## config.mk

```make
export PLATFORM = sky130hd
export DESIGN_NAME = mxrv_csr_ctrl_flat
export DESIGN_NICKNAME = d
export VERILOG_FILES = /design/src/rtl/mxrv_csr_ctrl_pkg.sv /design/src/rtl/mxrv_csr_ctrl_if.sv /design/src/rtl/mxrv_csr_ctrl_alu.sv /design/src/rtl/mxrv_csr_ctrl.sv /design/src/flat_wrapper.sv
export SDC_FILE = /design/constraint.sdc
export NUM_CORES = 1
export LEC_CHECK = 0
export CAP_MARGIN = 25
export CORE_MARGIN = 5
export CORE_UTILIZATION = 41
export DETAILED_ROUTE_END_ITERATION = 8
export GPL_TIMING_DRIVEN = 0
export PLACE_DENSITY_LB_ADDON = 0.12
export SLEW_MARGIN = 5
export SYNTH_ARGS = -nofsm -noshare
export SYNTH_HDL_FRONTEND = slang
export SYNTH_HIERARCHICAL = 1
export SYNTH_SLANG_ARGS = --single-unit
```

## constraint.sdc

```tcl
create_clock -name clk -period 1.7 [get_ports clk]
set_input_delay 0.34 -clock clk [delete_from_list [all_inputs] [get_ports clk]]
set_output_delay 0.34 -clock clk [all_outputs]
set_load 0.02 [all_outputs]
```

## src/rtl/mxrv_csr_ctrl_pkg.sv

```systemverilog
// Shared definitions for the CSR access controller: Zicsr funct3 encodings,
// FSM state enum, well-known CSR addresses and read/write enable levels.
package mxrv_csr_pkg;

    localparam logic [2:0] F3_CSRRW  = 3'b001;
    localparam logic [2:0] F3_CSRRS  = 3'b010;
    localparam logic [2:0] F3_CSRRC  = 3'b011;
    localparam logic [2:0] F3_CSRRWI = 3'b101;
    localparam logic [2:0] F3_CSRRSI = 3'b110;
    localparam logic [2:0] F3_CSRRCI = 3'b111;

    localparam logic [11:0] CSR_MSTATUS = 12'h300;
    localparam logic [11:0] CSR_MISA    = 12'h301;

    localparam logic CSR_WRITE = 1'b1;
    localparam logic CSR_READ  = 1'b0;

    typedef enum logic [2:0] {
        ST_IDLE    = 3'd0,
        ST_READ    = 3'd1,
        ST_CAPTURE = 3'd2,
        ST_WRITE   = 3'd3,
        ST_DONE    = 3'd4
    } csr_state_e;

endpackage

```

## src/rtl/mxrv_csr_ctrl_if.sv

```systemverilog
// Request, register-file and writeback signals of the CSR controller.
// Handshake: a request is accepted on a rising edge where req_valid_i and
// req_ready_o are both high; the requester holds its fields stable until then.
interface mxrv_csr_ctrl_if #(
    parameter int ADDR_W = 12,
    parameter int DATA_W = 32
);
    logic              req_valid_i;
    logic              req_ready_o;
    logic [2:0]        funct3_i;
    logic [ADDR_W-1:0] csr_addr_i;
    logic [4:0]        rs1_idx_i;
    logic [DATA_W-1:0] rs1_data_i;
    logic [4:0]        rd_idx_i;
    logic [ADDR_W-1:0] csr_addr_o;
    logic              csr_we_o;
    logic [DATA_W-1:0] csr_wdata_o;
    logic [DATA_W-1:0] csr_rdata_i;
    logic              hold_flag_o;
    logic              rd_we_o;
    logic [4:0]        rd_idx_o;
    logic [DATA_W-1:0] rd_wdata_o;
    logic              done_o;
    logic              illegal_o;

    modport slave (
        input  req_valid_i, funct3_i, csr_addr_i, rs1_idx_i, rs1_data_i,
               rd_idx_i, csr_rdata_i,
        output req_ready_o, csr_addr_o, csr_we_o, csr_wdata_o, hold_flag_o,
               rd_we_o, rd_idx_o, rd_wdata_o, done_o, illegal_o
    );

    modport master (
        output req_valid_i, funct3_i, csr_addr_i, rs1_idx_i, rs1_data_i,
               rd_idx_i, csr_rdata_i,
        input  req_ready_o, csr_addr_o, csr_we_o, csr_wdata_o, hold_flag_o,
               rd_we_o, rd_idx_o, rd_wdata_o, done_o, illegal_o
    );
endinterface

```

## src/rtl/mxrv_csr_ctrl_alu.sv

```systemverilog
// Combinational Zicsr datapath: operand select, new CSR value, and
// write-enable / illegal decode (ro_space marks a write-protected target).
module mxrv_csr_alu
    import mxrv_csr_pkg::*;
#(
    parameter int DATA_W = 32
) (
    input  logic [2:0]        funct3,
    input  logic [4:0]        rs1_idx,
    input  logic [DATA_W-1:0] rs1_data,
    input  logic [DATA_W-1:0] old_val,
    input  logic              ro_space,
    output logic [DATA_W-1:0] new_val,
    output logic              wr_en,
    output logic              illegal
);
    logic [DATA_W-1:0] operand;
    logic              we_raw;
    logic              bad_f3;

    always_comb begin
        operand = funct3[2] ? {{(DATA_W-5){1'b0}}, rs1_idx} : rs1_data;
        new_val = operand;
        we_raw  = CSR_READ;
        bad_f3  = 1'b0;
        case (funct3)
            F3_CSRRW, F3_CSRRWI: begin
                new_val = operand;
                we_raw  = CSR_WRITE;
            end
            F3_CSRRS, F3_CSRRSI: begin
                new_val = old_val | operand;
                we_raw  = (rs1_idx != 5'd0);
            end
            F3_CSRRC, F3_CSRRCI: begin
                new_val = old_val & ~operand;
                we_raw  = (rs1_idx != 5'd0);
            end
            default: bad_f3 = 1'b1;
        endcase
        // A set/clear with rs1 = x0 never writes, so it stays legal on read-only CSRs.
        illegal = bad_f3 | (we_raw & ro_space);
        wr_en   = we_raw & ~ro_space;
    end
endmodule

```

## src/rtl/mxrv_csr_ctrl.sv

```systemverilog
// Sequenced read-modify-write controller for Zicsr instructions; stalls the PC
// while busy. Define MXRV_CSR_RO_CHECK_EN to reject writes to 0xC00-0xFFF.
module mxrv_csr_ctrl
    import mxrv_csr_pkg::*;
#(
    parameter int ADDR_W = 12,
    parameter int DATA_W = 32
) (
    input  logic                clk,
    input  logic                rst_n,
    mxrv_csr_ctrl_if.slave      bus,
    output csr_state_e          dbg_state
);
    csr_state_e        state, state_nxt;
    logic [2:0]        f3_q;
    logic [ADDR_W-1:0] addr_q;
    logic [4:0]        rs1_idx_q;
    logic [DATA_W-1:0] rs1_data_q;
    logic [4:0]        rd_idx_q;
    logic [DATA_W-1:0] old_q;
    logic [DATA_W-1:0] new_val;
    logic              wr_en;
    logic              illegal;
    logic              ro_space;
    logic              accept;

`ifdef MXRV_CSR_RO_CHECK_EN
    assign ro_space = (addr_q[ADDR_W-1 -: 2] == 2'b11);
`else
    assign ro_space = 1'b0;
`endif

    mxrv_csr_alu #(.DATA_W(DATA_W)) u_alu (
        .funct3   (f3_q),
        .rs1_idx  (rs1_idx_q),
        .rs1_data (rs1_data_q),
        .old_val  (old_q),
        .ro_space (ro_space),
        .new_val  (new_val),
        .wr_en    (wr_en),
        .illegal  (illegal)
    );

    assign accept    = (state == ST_IDLE) && bus.req_valid_i;
    assign dbg_state = state;

    always_ff @(posedge clk or negedge rst_n) begin
        if (!rst_n) begin
            state <= ST_IDLE;
        end else begin
            state <= state_nxt;
        end
    end

    always_ff @(posedge clk or negedge rst_n) begin
        if (!rst_n) begin
            f3_q       <= '0;
            addr_q     <= '0;
            rs1_idx_q  <= '0;
            rs1_data_q <= '0;
            rd_idx_q   <= '0;
            old_q      <= '0;
        end else begin
            if (accept) begin
                f3_q       <= bus.funct3_i;
                addr_q     <= bus.csr_addr_i;
                rs1_idx_q  <= bus.rs1_idx_i;
                rs1_data_q <= bus.rs1_data_i;
                rd_idx_q   <= bus.rd_idx_i;
            end
            // Register-file read data arrives one cycle after the address.
            if (state == ST_CAPTURE) begin
                old_q <= bus.csr_rdata_i;
            end
        end
    end

    always_comb begin
        state_nxt       = state;
        bus.req_ready_o = 1'b0;
        bus.hold_flag_o = 1'b1;
        bus.csr_addr_o  = '0;
        bus.csr_we_o    = CSR_READ;
        bus.csr_wdata_o = '0;
        bus.rd_we_o     = 1'b0;
        bus.rd_idx_o    = '0;
        bus.rd_wdata_o  = '0;
        bus.done_o      = 1'b0;
        bus.illegal_o   = 1'b0;
        case (state)
            ST_IDLE: begin
                bus.req_ready_o = 1'b1;
                bus.hold_flag_o = bus.req_valid_i;
                if (bus.req_valid_i) state_nxt = ST_READ;
            end
            ST_READ: begin
                bus.csr_addr_o = addr_q;
                state_nxt      = ST_CAPTURE;
            end
            ST_CAPTURE: begin
                bus.csr_addr_o = addr_q;
                state_nxt      = ST_WRITE;
            end
            ST_WRITE: begin
                bus.csr_addr_o  = addr_q;
                bus.csr_we_o    = wr_en ? CSR_WRITE : CSR_READ;
                bus.csr_wdata_o = new_val;
                state_nxt       = ST_DONE;
            end
            ST_DONE: begin
                bus.done_o     = 1'b1;
                bus.illegal_o  = illegal;
                bus.rd_we_o    = !illegal && (rd_idx_q != 5'd0);
                bus.rd_idx_o   = rd_idx_q;
                bus.rd_wdata_o = old_q;
                state_nxt      = ST_IDLE;
            end
            default: state_nxt = ST_IDLE;
        endcase
    end
endmodule

```

## src/flat_wrapper.sv

```systemverilog
// flat-port wrapper written by rule: the top's interface ports become plain ports
module mxrv_csr_ctrl_flat import mxrv_csr_pkg::*;
#(
    parameter int ADDR_W = 12,
    parameter int DATA_W = 32
)
  (clk, rst_n, dbg_state, bus_req_valid_i, bus_funct3_i, bus_csr_addr_i, bus_rs1_idx_i, bus_rs1_data_i, bus_rd_idx_i, bus_csr_rdata_i, bus_req_ready_o, bus_csr_addr_o, bus_csr_we_o, bus_csr_wdata_o, bus_hold_flag_o, bus_rd_we_o, bus_rd_idx_o, bus_rd_wdata_o, bus_done_o, bus_illegal_o);
  mxrv_csr_ctrl_if #(.ADDR_W(ADDR_W), .DATA_W(DATA_W)) bus_i ();
  input  logic clk;
  input  logic rst_n;
  output csr_state_e dbg_state;
  input wire logic [$bits(bus_i.req_valid_i)-1:0] bus_req_valid_i;
  input wire logic [$bits(bus_i.funct3_i)-1:0] bus_funct3_i;
  input wire logic [$bits(bus_i.csr_addr_i)-1:0] bus_csr_addr_i;
  input wire logic [$bits(bus_i.rs1_idx_i)-1:0] bus_rs1_idx_i;
  input wire logic [$bits(bus_i.rs1_data_i)-1:0] bus_rs1_data_i;
  input wire logic [$bits(bus_i.rd_idx_i)-1:0] bus_rd_idx_i;
  input wire logic [$bits(bus_i.csr_rdata_i)-1:0] bus_csr_rdata_i;
  output wire logic [$bits(bus_i.req_ready_o)-1:0] bus_req_ready_o;
  output wire logic [$bits(bus_i.csr_addr_o)-1:0] bus_csr_addr_o;
  output wire logic [$bits(bus_i.csr_we_o)-1:0] bus_csr_we_o;
  output wire logic [$bits(bus_i.csr_wdata_o)-1:0] bus_csr_wdata_o;
  output wire logic [$bits(bus_i.hold_flag_o)-1:0] bus_hold_flag_o;
  output wire logic [$bits(bus_i.rd_we_o)-1:0] bus_rd_we_o;
  output wire logic [$bits(bus_i.rd_idx_o)-1:0] bus_rd_idx_o;
  output wire logic [$bits(bus_i.rd_wdata_o)-1:0] bus_rd_wdata_o;
  output wire logic [$bits(bus_i.done_o)-1:0] bus_done_o;
  output wire logic [$bits(bus_i.illegal_o)-1:0] bus_illegal_o;
  assign bus_i.req_valid_i = bus_req_valid_i;
  assign bus_i.funct3_i = bus_funct3_i;
  assign bus_i.csr_addr_i = bus_csr_addr_i;
  assign bus_i.rs1_idx_i = bus_rs1_idx_i;
  assign bus_i.rs1_data_i = bus_rs1_data_i;
  assign bus_i.rd_idx_i = bus_rd_idx_i;
  assign bus_i.csr_rdata_i = bus_csr_rdata_i;
  assign bus_req_ready_o = bus_i.req_ready_o;
  assign bus_csr_addr_o = bus_i.csr_addr_o;
  assign bus_csr_we_o = bus_i.csr_we_o;
  assign bus_csr_wdata_o = bus_i.csr_wdata_o;
  assign bus_hold_flag_o = bus_i.hold_flag_o;
  assign bus_rd_we_o = bus_i.rd_we_o;
  assign bus_rd_idx_o = bus_i.rd_idx_o;
  assign bus_rd_wdata_o = bus_i.rd_wdata_o;
  assign bus_done_o = bus_i.done_o;
  assign bus_illegal_o = bus_i.illegal_o;
  mxrv_csr_ctrl #(.ADDR_W(ADDR_W), .DATA_W(DATA_W)) u_core (.clk(clk), .rst_n(rst_n), .bus(bus_i), .dbg_state(dbg_state));
endmodule
```

* After elaboration in Yosys (flattened, before gate mapping)
Index checks and enable logic that the tools add are counted.
** Storage, ports and cells
- Register bits :: 92
- Bits in latches :: 0
- Memory bits (writable) :: 0
- Bits in read-only memories :: 0
- Bits of input ports :: 92
- Output and inout port bits :: 90
- Word-level logic and storage cells :: 49
- Memories :: 0
** Cells by class
- Add/sub/neg operators :: 0
- Multiply operators :: 0
- Divide/modulo/power cells :: 0
- Order comparisons :: 0
- Eq/ne operators :: 11
- Shift-type cells :: 0
- Muxes and demuxes :: 17
- Bitwise gates (word level) :: 3
- Reduce and logical (&&, ||, !) cells :: 11
** Operators by type and width (count)
- two-way mux 32 bit :: 3
- case mux 32 bit (2 select lines) :: 1
- AND 32 bit :: 1
- NOT 32 bit :: 1
- bitwise OR 32 bit :: 1
- == test 3 x 2 -> 1 bit, second input constant :: 4
- == test 3 bit, second input constant :: 4
- two-way mux 12 bit :: 1
- case mux 3 bit (4 select lines) :: 1
- nonzero test 5 bit :: 2
- two-way mux 1 bit :: 8
- == test 3 x 1 -> 1 bit, second input constant :: 2
- OR reduction 2 bit :: 3
- OR reduction 6 bit :: 1
- two-way mux 5 bit :: 1
- OR reduction 4 bit :: 1
- logical NOT 3 bit :: 1
- two-way mux 3 bit :: 1
- OR reduction 3 bit :: 1
- logical AND 1 bit :: 2
- != test 2 bit, second input constant :: 1
- case mux 1 bit (2 select lines) :: 1

* Longest topological paths before layout
- Word-level depth :: 5
- Mapped depth :: 6

* Cells and area by module
Netlist, hierarchy kept.
** By module, submodules not included
- mxrv_csr_ctrl :: instances 1, cells an instance 299, area each 4053.9 um2, seq. area each 2302.2 um2
- mxrv_csr_alu :: instances 1, cells an instance 113, area each 920.9 um2, seq. area each 0.0 um2

* Worst setup path before layout
OpenSTA, ideal clock, no wires.
- Path type :: register to output
- From :: register u_core.state[2], in the netlist u_core/dbg_state[2]
- To :: output bus_rd_we_o
- Arrival time :: 1.700 ns
- Data required time :: 1.360 ns
- Setup slack :: -0.340 ns
- Cell stages (with the launch flop) :: 5
- Path buffers :: 2
- Cell sequence :: dfrtp_1 > buf_2 > nor3b_1 > clkbuf_1 > o311a_1
** On the way
- Cells in the longest elaborated chain, start to end :: 2
** Ends and longest elaborated chain
- start, declared :: line mxrv_csr_ctrl.sv:14 : csr_state_e state, state_nxt;
- start signal, assigned :: line mxrv_csr_ctrl.sv:51 : state <= state_nxt;
- == test 3 bit :: line mxrv_csr_ctrl.sv:90 : case (state)
- two-way mux 1 bit :: line mxrv_csr_ctrl.sv:90
- end, declared :: line flat_wrapper.sv:24 : output wire logic [$bits(bus_i.rd_we_o)-1:0] bus_rd_we_o;
No other way between the ends.

* Worst setup path in the final report
- From :: register u_core.state[0], in the netlist u_core/dbg_state[0]
- To :: output bus_rd_wdata_o[17]
** On the way
- Cells in the longest elaborated chain, start to end :: 2
** Ends and longest elaborated chain
- == test 3 bit :: line mxrv_csr_ctrl.sv:90
- two-way mux 32 bit :: line mxrv_csr_ctrl.sv:90
- end, declared :: line flat_wrapper.sv:26 : output wire logic [$bits(bus_i.rd_wdata_o)-1:0] bus_rd_wdata_o;
No other way between the ends.

==> metrics.cfg <==
[cts]
cts.clk_slew.worst_paths_ps = 70
cts_sinks = 92
clock-root-buffer = clkbuf_16
cts_buffers = 9
postCtsHoldBufs = 0
cts_tree = yes
cts.path.max_buffers = 2
h-tree-depth = 3
insertion_delay_ps = 340

[detailed_routing]
routedWlPerCell_um = 21.42
drt_wl_total_um = 17330
drtPass1Iterations = 4
drt_iter0_markers = 190
ant_nets = 0
drc = 0
vias = 4093
viasPerCell = 5.059

[global_routing]
grt_pass1_wl_um = 23970
antenna_found_initial = 0
grt_pass1_vias = 4334
grt_overflow = 0
grt_use_total_pct = 21.61
grt_max_degree = 48

[critical_path]
crit_type = reg -> out
cp_slowest_cell = dfrtp_1
crit_path_max_fanout = 5
cp_cell_sequence = buf_6, nor3b_4, buf_6, buf_6, clkbuf_16, and2_4, buf_6
crit_family = buffers and inverters
critPathBufInv = 5
start_kind = register
critPathArrivalTime_ps = 1840
slowest_delay_ps = 430
cp-end-kind = output pin
cp.required_ps = 1360
cpMostUsedCell = buf_6

[yosys]
yosys-top-cells-count = dfrtp_1, and2_1, mux2_2
synth_ff_type = dfrtp_1
synth_most_common_cell = dfrtp_1
ys_seq_area_share_pct = 46.28
synthCells = 412
syn-cell-area_sq_mm = 0.004975
yosysUniqueCellTypes = 30
yosys_warnings = 6
synth-edff-count = 0
ys_seq_elements = 92
synth_top_area_share_pct = 46.28
async_flop_share_pct = 100.0
synth_area_leaders = dfrtp_1, mux2_2, and2_1
yosysTopAreaCell = dfrtp_1
syn_area_per_cell_sq_um = 12.07

[power_and_ir_drop]
leakagePower_nw = 4.282
power_density_mw_per_mm2 = 1992
ir_drop_mv = 1.275

[placed_design]
place_area_sq_mm = 0.007103
dp_hpwl_um = 10530
io_buffers = 181
pre_cts_slack_ps = -905.4
routabilityCongestion = 0.7335

[finish]
final_nets = 749
antennaDiodeCount = 0
final_area_sq_mm = 0.008999
drive_gt1_share_pct = 59.97
syn_to_final_growth_pct = 80.89
nFillCells = 792

[sta]
whs_ps = 21.96
tightestPinTransition_ps = 665.9
fin_crit_ps = 2180
rsz0062_at_grt = true
hold_viol = 0
worst_slack_ps = -480.2
finalMaxSlewViolations = 0
fin_crit_sh_pct = 128.2
setup_viol = 176
fmax_mhz = 458.7
slew_headroom_pct = 55.61
skew_ps = 9.396

[floorplanning]
initial_utilization_pct = 41.59
die_h_um = 120.2
core_area_sq_mm = 0.01196
fp.dieW_um = 120.2
dieArea_sq_mm = 0.01444
ios = 182
rows = 40

[run_status]
violations = setup timing
outcome = finished, violations left

[run]
drv_cap = 0

[hold_path]
hold_class = in -> async

-- worst register-to-register path: cells and delay by family (launching register included) --
family,cells,cell delay [ps]
buffers and inverters,6,870
flip-flops,1,430
multiplexers,1,300
AND/OR/NAND/NOR,1,300
-- sequential cells by signal (all words and copies together) (netlist names) --
register,flops
u_core/addr_q,12
u_core/dbg_state,3
u_core/f3_q,3
u_core/old_q,32
u_core/rd_idx_q,5
u_core/rs1_data_q,32
u_core/rs1_idx_q,5
-- cell type report --
class / count / area (sq um) / area share (%)
Multi-Input combinational cell: 289 / 3194 / 35.50
Timing Repair Buffer: 237 / 2636 / 29.30
Sequential cell: 92 / 2303 / 25.60
Buffer: 27 / 396.6 / 4.408
Clock buffer: 11 / 242.7 / 2.697
Tap cell: 147 / 183.9 / 2.044
Clock inverter: 5 / 37.54 / 0.4171
Inverter: 1 / 3.754 / 0.04171
-- cell families (layout without fill, tap and decap cells) --
logic type / count (synthesis) / in the layout / synth area share, %
flip-flops: 92 / 92 / 46.28
buffers and inverters: 32 / 281 / 4.225
AND/OR/NAND/NOR: 156 / 156 / 18.41
XOR/XNOR: 1 / 1 / 0.1761
multiplexers: 126 / 126 / 30.11
other: 1 / 2 / 0.07538
AO/OA/AOI/OAI: 4 / 4 / 0.7295
-- through the flow --
stage	util [%]	setup TNS, ps	instances	total power, W
6_report	75.23	-54710	809	0.01792
5_1_grt	75.23	-63600	809	0.01872
4_1_cts	66.40	-40510	787	0.01476
3_5_place_dp	59.38	-82680	742	0.01148
3_3_place_gp	59.17	-387860	741	0.01124
2_1_floorplan	-	-62.52	413	0.008905
-- path summary, 6_finish.rpt --
path	start	end	slack [ps]	depth (start not counted)
max	u_core/dbg_state[0]$_DFFE_PN0P_	bus_rd_wdata_o[17]	-480	7
min	rst_n	u_core/old_q[2]$_DFFE_PN0N_	20	1
min reg2reg	u_core/addr_q[5]$_DFFE_PN0P_	u_core/addr_q[5]$_DFFE_PN0P_	520	1
max in group asynchronous	rst_n	u_core/rs1_data_q[23]$_DFFE_PN0P_	1020	2
max reg2reg	u_core/dbg_state[0]$_DFFE_PN0P_	u_core/rs1_data_q[4]$_DFFE_PN0P_	-320	8
min in group clk	u_core/addr_q[5]$_DFFE_PN0P_	u_core/addr_q[5]$_DFFE_PN0P_	520	1
-- timing repair --
item | 4_1_cts | 5_1_grt
pin swaps | 15 | 26
setup endpoints to repair | 168 | 177
cloned | 10 | 8
setup buffers | 20 | 21
resized for setup | 566 | 242
-- report_power, final --
part / switching [W] / internal [W]
Clock: 0.000871 / 0.00103
Combinational: 0.00452 / 0.00715
Sequential: 0.00100 / 0.00334
Total: 0.00640 / 0.0115
-- cell usage in the layout, fill, tap and decap left out, types with 16 or more instances in the layout --
master / Yosys / routed
buf_6: 7 / 103
mux2i_1: 27 / 22
nand2_1: 32 / 32
clkbuf_16: 0 / 17
and2_4: 1 / 61
dfrtp_1: 92 / 91
nand2b_4: 0 / 16
buf_8: 0 / 21
mux2_4: 0 / 89
and2_2: 0 / 20
clkdlybuf4s50_1: 0 / 90
-- routing by layer --
metal	share of wire, %	vias up	track usage [%]
met5	0	-	0
met4	1.3	0	5.369
met3	6.5	16	5.844
met2	50	133	37.23
met1	42	2078	26.86
li1	-	1866	-
Note: power is estimated with default switching activity, not from simulation.
